File: config.mk
export PLATFORM = sky130hd
export DESIGN_NAME = pc_fetch_ctrl
export DESIGN_NICKNAME = d
export VERILOG_FILES = /design/src/rtl/pc_fetch_pkg.sv /design/src/rtl/pc_redirect_buf.sv /design/src/rtl/pc_fetch_ctrl.sv
export SDC_FILE = /design/constraint.sdc
export NUM_CORES = 1
export LEC_CHECK = 0
export CAP_MARGIN = 20
export CORE_MARGIN = 1
export CORE_UTILIZATION = 45
export DETAILED_ROUTE_END_ITERATION = 7
export MAX_ROUTING_LAYER = met4
export PLACE_DENSITY = 0.82
export SLEW_MARGIN = 5
export SYNTH_ARGS = -nofsm -noshare
export SYNTH_HDL_FRONTEND = slang
export SYNTH_SLANG_ARGS = --single-unit
File: constraint.sdc
create_clock -name CLK -period 2.5 [get_ports CLK]
set_input_delay 0.5 -clock CLK [delete_from_list [all_inputs] [get_ports CLK]]
set_output_delay 0.5 -clock CLK [all_outputs]
set_load 0.005 [all_outputs]
File: src/rtl/pc_fetch_pkg.sv
// Shared types and defaults for the fetch PC controller.
// Holds the FSM encoding, default widths, reset vector and PC step.
package pc_fetch_pkg;

  typedef enum logic [1:0] {
    ST_BOOT = 2'd0,
    ST_RUN  = 2'd1,
    ST_HALT = 2'd2
  } fetch_state_e;

  localparam int unsigned PC_W_DEF         = 32;
  localparam int unsigned CNT_W_DEF        = 16;
  localparam logic [31:0] RESET_VECTOR_DEF = 32'h0000_0000;
  localparam int unsigned PC_INC           = 4;

endpackage

File: src/rtl/pc_redirect_buf.sv
// Pending redirect target register with valid flag.
// Ports: clk_i, rst_ni, wr_i/tgt_i (capture, newest wins),
//        clr_i (clear, dominates write), vld_o, tgt_o.
module pc_redirect_buf #(
  parameter int unsigned PC_W = 32
) (
  input  logic            clk_i,
  input  logic            rst_ni,
  input  logic            wr_i,
  input  logic            clr_i,
  input  logic [PC_W-1:0] tgt_i,
  output logic            vld_o,
  output logic [PC_W-1:0] tgt_o
);

  logic            vld_q, vld_d;
  logic [PC_W-1:0] tgt_q, tgt_d;

  always_comb begin
    vld_d = vld_q;
    tgt_d = tgt_q;
    if (clr_i) begin
      vld_d = 1'b0;
    end else if (wr_i) begin
      vld_d = 1'b1;
      tgt_d = tgt_i;
    end
  end

  always_ff @(posedge clk_i or negedge rst_ni) begin
    if (!rst_ni) begin
      vld_q <= 1'b0;
      tgt_q <= '0;
    end else begin
      vld_q <= vld_d;
      tgt_q <= tgt_d;
    end
  end

  assign vld_o = vld_q;
  assign tgt_o = tgt_q;

endmodule

File: src/rtl/pc_fetch_ctrl.sv
// Fetch PC register and I-cache request controller.
// Ports: CLK, RST (async low), PCSrc/PCTarget redirect, CacheReady;
//        PC, PCPlus4, FetchValid, RedirPending, MisalignErr, StallCount.
module pc_fetch_ctrl
  import pc_fetch_pkg::*;
#(
  parameter int unsigned     PC_W         = PC_W_DEF,
  parameter logic [PC_W-1:0] RESET_VECTOR = PC_W'(RESET_VECTOR_DEF),
  parameter int unsigned     CNT_W        = CNT_W_DEF
) (
  input  logic             CLK,
  input  logic             RST,
  input  logic             PCSrc,
  input  logic [PC_W-1:0]  PCTarget,
  input  logic             CacheReady,
  output logic [PC_W-1:0]  PC,
  output logic [PC_W-1:0]  PCPlus4,
  output logic             FetchValid,
  output logic             RedirPending,
  output logic             MisalignErr,
  output logic [CNT_W-1:0] StallCount
);

  fetch_state_e    state_q, state_d;
  logic [PC_W-1:0] pc_q, pc_d;
  logic            err_q, err_d;
  logic [CNT_W-1:0] stall_q, stall_d;

  logic            run;
  logic            misalign;
  logic            buf_vld;
  logic [PC_W-1:0] buf_tgt;
  logic            buf_wr;
  logic            buf_clr;

  assign run      = (state_q == ST_RUN);
  assign misalign = run & PCSrc & (PCTarget[1:0] != 2'b00);
  assign PCPlus4  = pc_q + PC_W'(PC_INC);

  // Fetch completes only on a good RUN cycle; a bad target freezes PC.
  assign buf_clr = run & (CacheReady | misalign);
  assign buf_wr  = run & PCSrc & ~CacheReady & ~misalign;

  pc_redirect_buf #(
    .PC_W (PC_W)
  ) u_rbuf (
    .clk_i  (CLK),
    .rst_ni (RST),
    .wr_i   (buf_wr),
    .clr_i  (buf_clr),
    .tgt_i  (PCTarget),
    .vld_o  (buf_vld),
    .tgt_o  (buf_tgt)
  );

  always_ff @(posedge CLK or negedge RST) begin
    if (!RST) begin
      state_q <= ST_BOOT;
      pc_q    <= RESET_VECTOR;
      err_q   <= 1'b0;
      stall_q <= '0;
    end else begin
      state_q <= state_d;
      pc_q    <= pc_d;
      err_q   <= err_d;
      stall_q <= stall_d;
    end
  end

  always_comb begin
    state_d = state_q;
    unique case (state_q)
      ST_BOOT: state_d = ST_RUN;
      ST_RUN:  if (misalign) state_d = ST_HALT;
      ST_HALT: state_d = ST_HALT;
      default: state_d = ST_BOOT;
    endcase
  end

  always_comb begin
    FetchValid = 1'b0;
    unique case (state_q)
      ST_RUN:  FetchValid = 1'b1;
      default: FetchValid = 1'b0;
    endcase
  end

  always_comb begin
    pc_d = pc_q;
    if (run && CacheReady && !misalign) begin
      priority case (1'b1)
        PCSrc:   pc_d = PCTarget;
        buf_vld: pc_d = buf_tgt;
        default: pc_d = PCPlus4;
      endcase
    end
  end

  always_comb begin
    err_d   = err_q | misalign;
    stall_d = stall_q;
    if (run && !CacheReady && (stall_q != '1))
      stall_d = stall_q + CNT_W'(1);
  end

  assign PC           = pc_q;
  assign RedirPending = buf_vld;
  assign MisalignErr  = err_q;
  assign StallCount   = stall_q;

endmodule

* Word level (Yosys, flattened, before mapping)
Cells that the tools add are included.
Word-level totals: output and inout port bits 83, logic and storage cells 39, register bits after elaboration 84
Cells by class: reduce and logical (&&, ||, !) cells 10, $add $sub $neg 2, bitwise logic cells 10, muxes and demuxes 7, equality and inequality tests 4
Operators with widths (count):
- $mux W32 | 2
- $add A32 B3 Y32 const B | 1
- $add A16 B1 Y16 const B | 1
- $ne A16 B16 Y1 const B | 1
- $pmux W2 S3 | 1
- $and A1 B1 Y1 | 5
- $logic_and A1 B1 Y1 | 4
- $reduce_bool A2 Y1 | 2
- $mux W1 | 3
- $not A1 Y1 | 3
- $eq A2 B1 Y1 const B | 1
- $eq A2 B2 Y1 const B | 1
- $logic_not A1 Y1 | 2
- $logic_not A2 Y1 | 1
- $mux W2 | 1
- $ne A2 B1 Y1 const B | 1
- $or A1 B1 Y1 | 2
- $reduce_and A2 Y1 | 1

* Longest topological paths before layout
depth in word-level cells 7, mapped depth 8, gate-level depth less buffers 7

* Hierarchy
Synthesis repeated with hierarchy kept, for this count alone.
Second synthesis, totals: cell total of the unflattened synthesis 480, area, all modules 4877.2 um2
By module, submodules not included:
- pc_fetch_ctrl | sequential area each 1276.2 um2, instances 1, area each 3485.8 um2, cells each 408
- pc_redirect_buf | sequential area each 825.8 um2, instances 1, area each 1391.3 um2, cells each 72

* Worst setup path before layout
Ideal clock, no wire load.
path kind reg-to-output, start register pc_q[9], in the netlist PC[9], end output port PCPlus4[26], arrival 1.918 ns, path slack 0.082 ns, buffers on the path 1, data required time 2.000 ns, cell stages (with the launch flop) 6, cell sequence dfrtp_1 > buf_2 > nand4_4 > or4b_4 > or4_4 > xnor2_1
Between the ends: longest elaborated chain between the ends 1
RTL lines:
- from (decl) | line pc_fetch_ctrl.sv:25 | logic [PC_W-1:0] pc_q, pc_d;
- from (signal assigned) | line pc_fetch_ctrl.sv:64 | pc_q <= pc_d;
- $add A32 B3 Y32 | line pc_fetch_ctrl.sv:38 | assign PCPlus4 = pc_q + PC_W'(PC_INC);
- to (decl) | line pc_fetch_ctrl.sv:17 | output logic [PC_W-1:0] PCPlus4,
No other way between the ends.

* Worst setup path after layout
start register pc_q[15], in the netlist PC[15], end output port PCPlus4[26]
The elaborated chain is that of the path after synthesis.

==> reports/metrics.cfg <==
[critical_path]
crit_fanout=3
critPathMaxStageDelay_ps=580
cp_slowest_cell=or4_4
path_class=flop to output pin
cp-end-kind=output pin
start_kind=flop
critPathRequiredTime_ps=2000
critical_path_arrival_ps=2330
worstPathCellList=nand4_2 -> or4b_4 -> or4_4 -> xnor2_2 -> buf_2

[yosys]
synth_fa_ha_area_frac=0.01068
async_flop_share=1.000
syn_area_sq_mm=0.004688
ys_warn_count=0
yosysTopAreaCell=dfrtp_1
synth_compound_area_frac=0.1716
synth_top_family_by_area=simple AND/OR/NAND/NOR gates
synth.net_count=527
ys_seq_elements=84
synth_edf_count=0
synth.avg_cell_area_sq_um=9.627
synthMuxAreaShare=0.08086
synth_area_leaders=dfrtp_1 45%, mux2_2 7.4%, o21ai_0 4.3%
yosysUniqueCellTypes=51
synth-simple-area-share=0.1724
syn_inst=487
synth_top_area_frac=0.4484
synth.yosys.seq_area_share=0.4484
synth-xor-area-share=0.07473
synthFlopType=dfrtp_1

[sta]
tightest_slew_ps=908.5
period_minus_slack_ps=2826
slew_headroom=0.3921
finalSetupTns_ps=-1921
timing.final.hold_violations=0
setup_ws_ps=-325.7
fmax_ghz=0.3539
skew_ps=14.41
fin_crit_sh=1.130
rsz0062_at_grt=true
slew_viol_final=0
setup_violations=11
hold_slack_ps=80.93

[final_layout]
nets=729
multiInputGateArea_sq_mm=0.002620
regArea_sq_mm=0.002102
fillers=713
synthToLayoutAreaGrowth_pct=52.10
diodes=0
final_cell_area_sq_mm=0.007131
drive_gt1_frac=0.3141

[clock_network]
clockBufferDepth=2
cts_root_buf=clkbuf_8
numClockSinks=84
hold_buffers=0
clk_pin_slew_ps=100
cts_buffers=9
cts_tree=done
htreeDepth=3
clkLatencyLatePin_ps=360

[grt]
grt_pass1_wl_um=24850
antenna_found_initial=0
first_global_vias=4831
grt_usage=0.2950
grt_start_max_net_pins=51
grt-ovfl-total=0

[die]
start_util=0.4710
core_sq_mm=0.009955
die_area_sq_mm=0.01083
fp-row-count=36
io_pins=119
die_y_um=104.1
die_w_um=104.1

[power]
power_leakage_nw=3.172
irDropWorstVdd_uv=567.9
power_mw=6.470
power.density_mw_per_mm2=907.4

[drt]
vias=4826
drc_errors=0
drtIter0Drc=287
wl_um=15200
drtAntennaViolNets=0
wl_per_cell_um=18.37
dr.pass1.iters=5
vias_per_cell=5.836

[placement]
port_buffers=118
gp_congestion=0.9630
hpwl_um=10590
postPlaceCellArea_sq_mm=0.006530

[worst_hold_path]
min_path_type=primary input to async pin

[run_status]
status=complete, but fails checks
violations=negative setup slack

[job]
maxCapViolations=0

-- worst max-delay path, delay by kind of cell (launching register included) --
family	cells	cell delay, ps
AND/OR/NAND/NOR	3	1280
buffers and inverters	1	130
flip-flops	1	390
XOR/XNOR	1	160
-- cell families after synthesis --
group	after synthesis
buffers and inverters	49
AND/OR/NAND/NOR	156
flip-flops	84
adder cells (fa/ha/maj)	4
XOR/XNOR	40
multiplexers	34
AO/OA/AOI/OAI	120
-- routing by layer --
| layer | GRT usage | vias to the layer above | wire (um) |
|---|---|---|---|
| met1 | 0.3773 | 2369 | 6384 |
| li1 | - | 2186 | - |
| met3 | 0.05013 | 30 | 1094 |
| met2 | 0.4805 | 241 | 7393 |
| met4 | 0.08878 | 0 | 323 |
| met5 | - | - | 0 |
-- worst paths after layout --
| kind | startpoint | to | slack, ps | cells after the start |
|---|---|---|---|---|
| worst max-delay path | PC[15] | PCPlus4[26] | -330 | 5 |
| worst min-delay path | RST | u_rbuf.tgt_o[6] | 80 | 1 |
| worst max register to register | PC[15] | PC[26] | 360 | 5 |
| worst min register to register | MisalignErr | MisalignErr | 490 | 1 |
| max in group asynchronous | RST | PC[26] | 1770 | 2 |
| min in group CLK | MisalignErr | MisalignErr | 490 | 1 |
-- final cells by class --
class | count | share of cell area
clock buffers | 11 | 0.01983
clock inverters | 5 | 0.008598
repair buffers | 226 | 0.2786
well taps | 133 | 0.02334
flip-flops and latches | 84 | 0.2948
multi-input cells | 354 | 0.3674
inverters | 14 | 0.007370
-- where the power goes --
part / switching, mW / internal (mW)
Sequential: 0.378 / 1.84
Clock: 0.521 / 0.491
Combinational: 1.45 / 1.80
Total: 2.35 / 4.12
-- sequential cells by signal, summed over array words and instances, names as in the netlist --
name          flops
u_rbuf.vld_o      1
PC               32
MisalignErr       1
state_q           2
u_rbuf.tgt_o     32
StallCount       16
-- layout by cell type (no fill, tap or decap), types with 13 or more instances in the layout --
| cell type | instances |
|---|---|
| nand4_1 | 16 |
| inv_1 | 14 |
| nor2_1 | 26 |
| buf_4 | 97 |
| xor2_1 | 18 |
| nand3_1 | 13 |
| o21ai_0 | 40 |
| clkdlybuf4s50_1 | 93 |
| dfrtp_1 | 84 |
| a21oi_1 | 18 |
| mux2_2 | 31 |
| nand2_1 | 32 |
| xnor2_1 | 16 |
-- Yosys cell counts, drive strengths merged (3+ instances only) --
master / count
dfrtp: 84
o21ai: 40
nand2: 36
nor2: 35
mux2: 31
clkbuf: 27
xnor2: 21
xor2: 19
a21oi: 18
nand4: 18
nand3: 17
inv: 14
nor3: 11
o2bb2ai: 11
nor4: 10
a22oi: 9
and3: 8
buf: 8
a22o: 7
a222oi: 5
a31oi: 5
and2: 5
nor2b: 5
o22ai: 5
a221oi: 4
ha: 4
o31a: 4
or3: 4
a211oi: 3
and4: 3
mux2i: 3
-- per-stage QoR --
stage	setup WS (ps)	cells	utilization
finish	-325.7	827	0.7163
global route	-394.3	827	0.7163
CTS	-356.9	820	0.7090
detailed placement	-306.9	783	0.6560
global placement	-262.2	783	0.6560
floorplan	82.48	487	-
-- timing repair --
item / 4_1_cts / 5_1_grt
gates resized for setup: 101 / 27
cloned: 0 / 0
pin swaps: 23 / 18
setup endpoints to repair: 25 / 20
setup buffers: 22 / 7
Power figures use the tool's default switching activity.
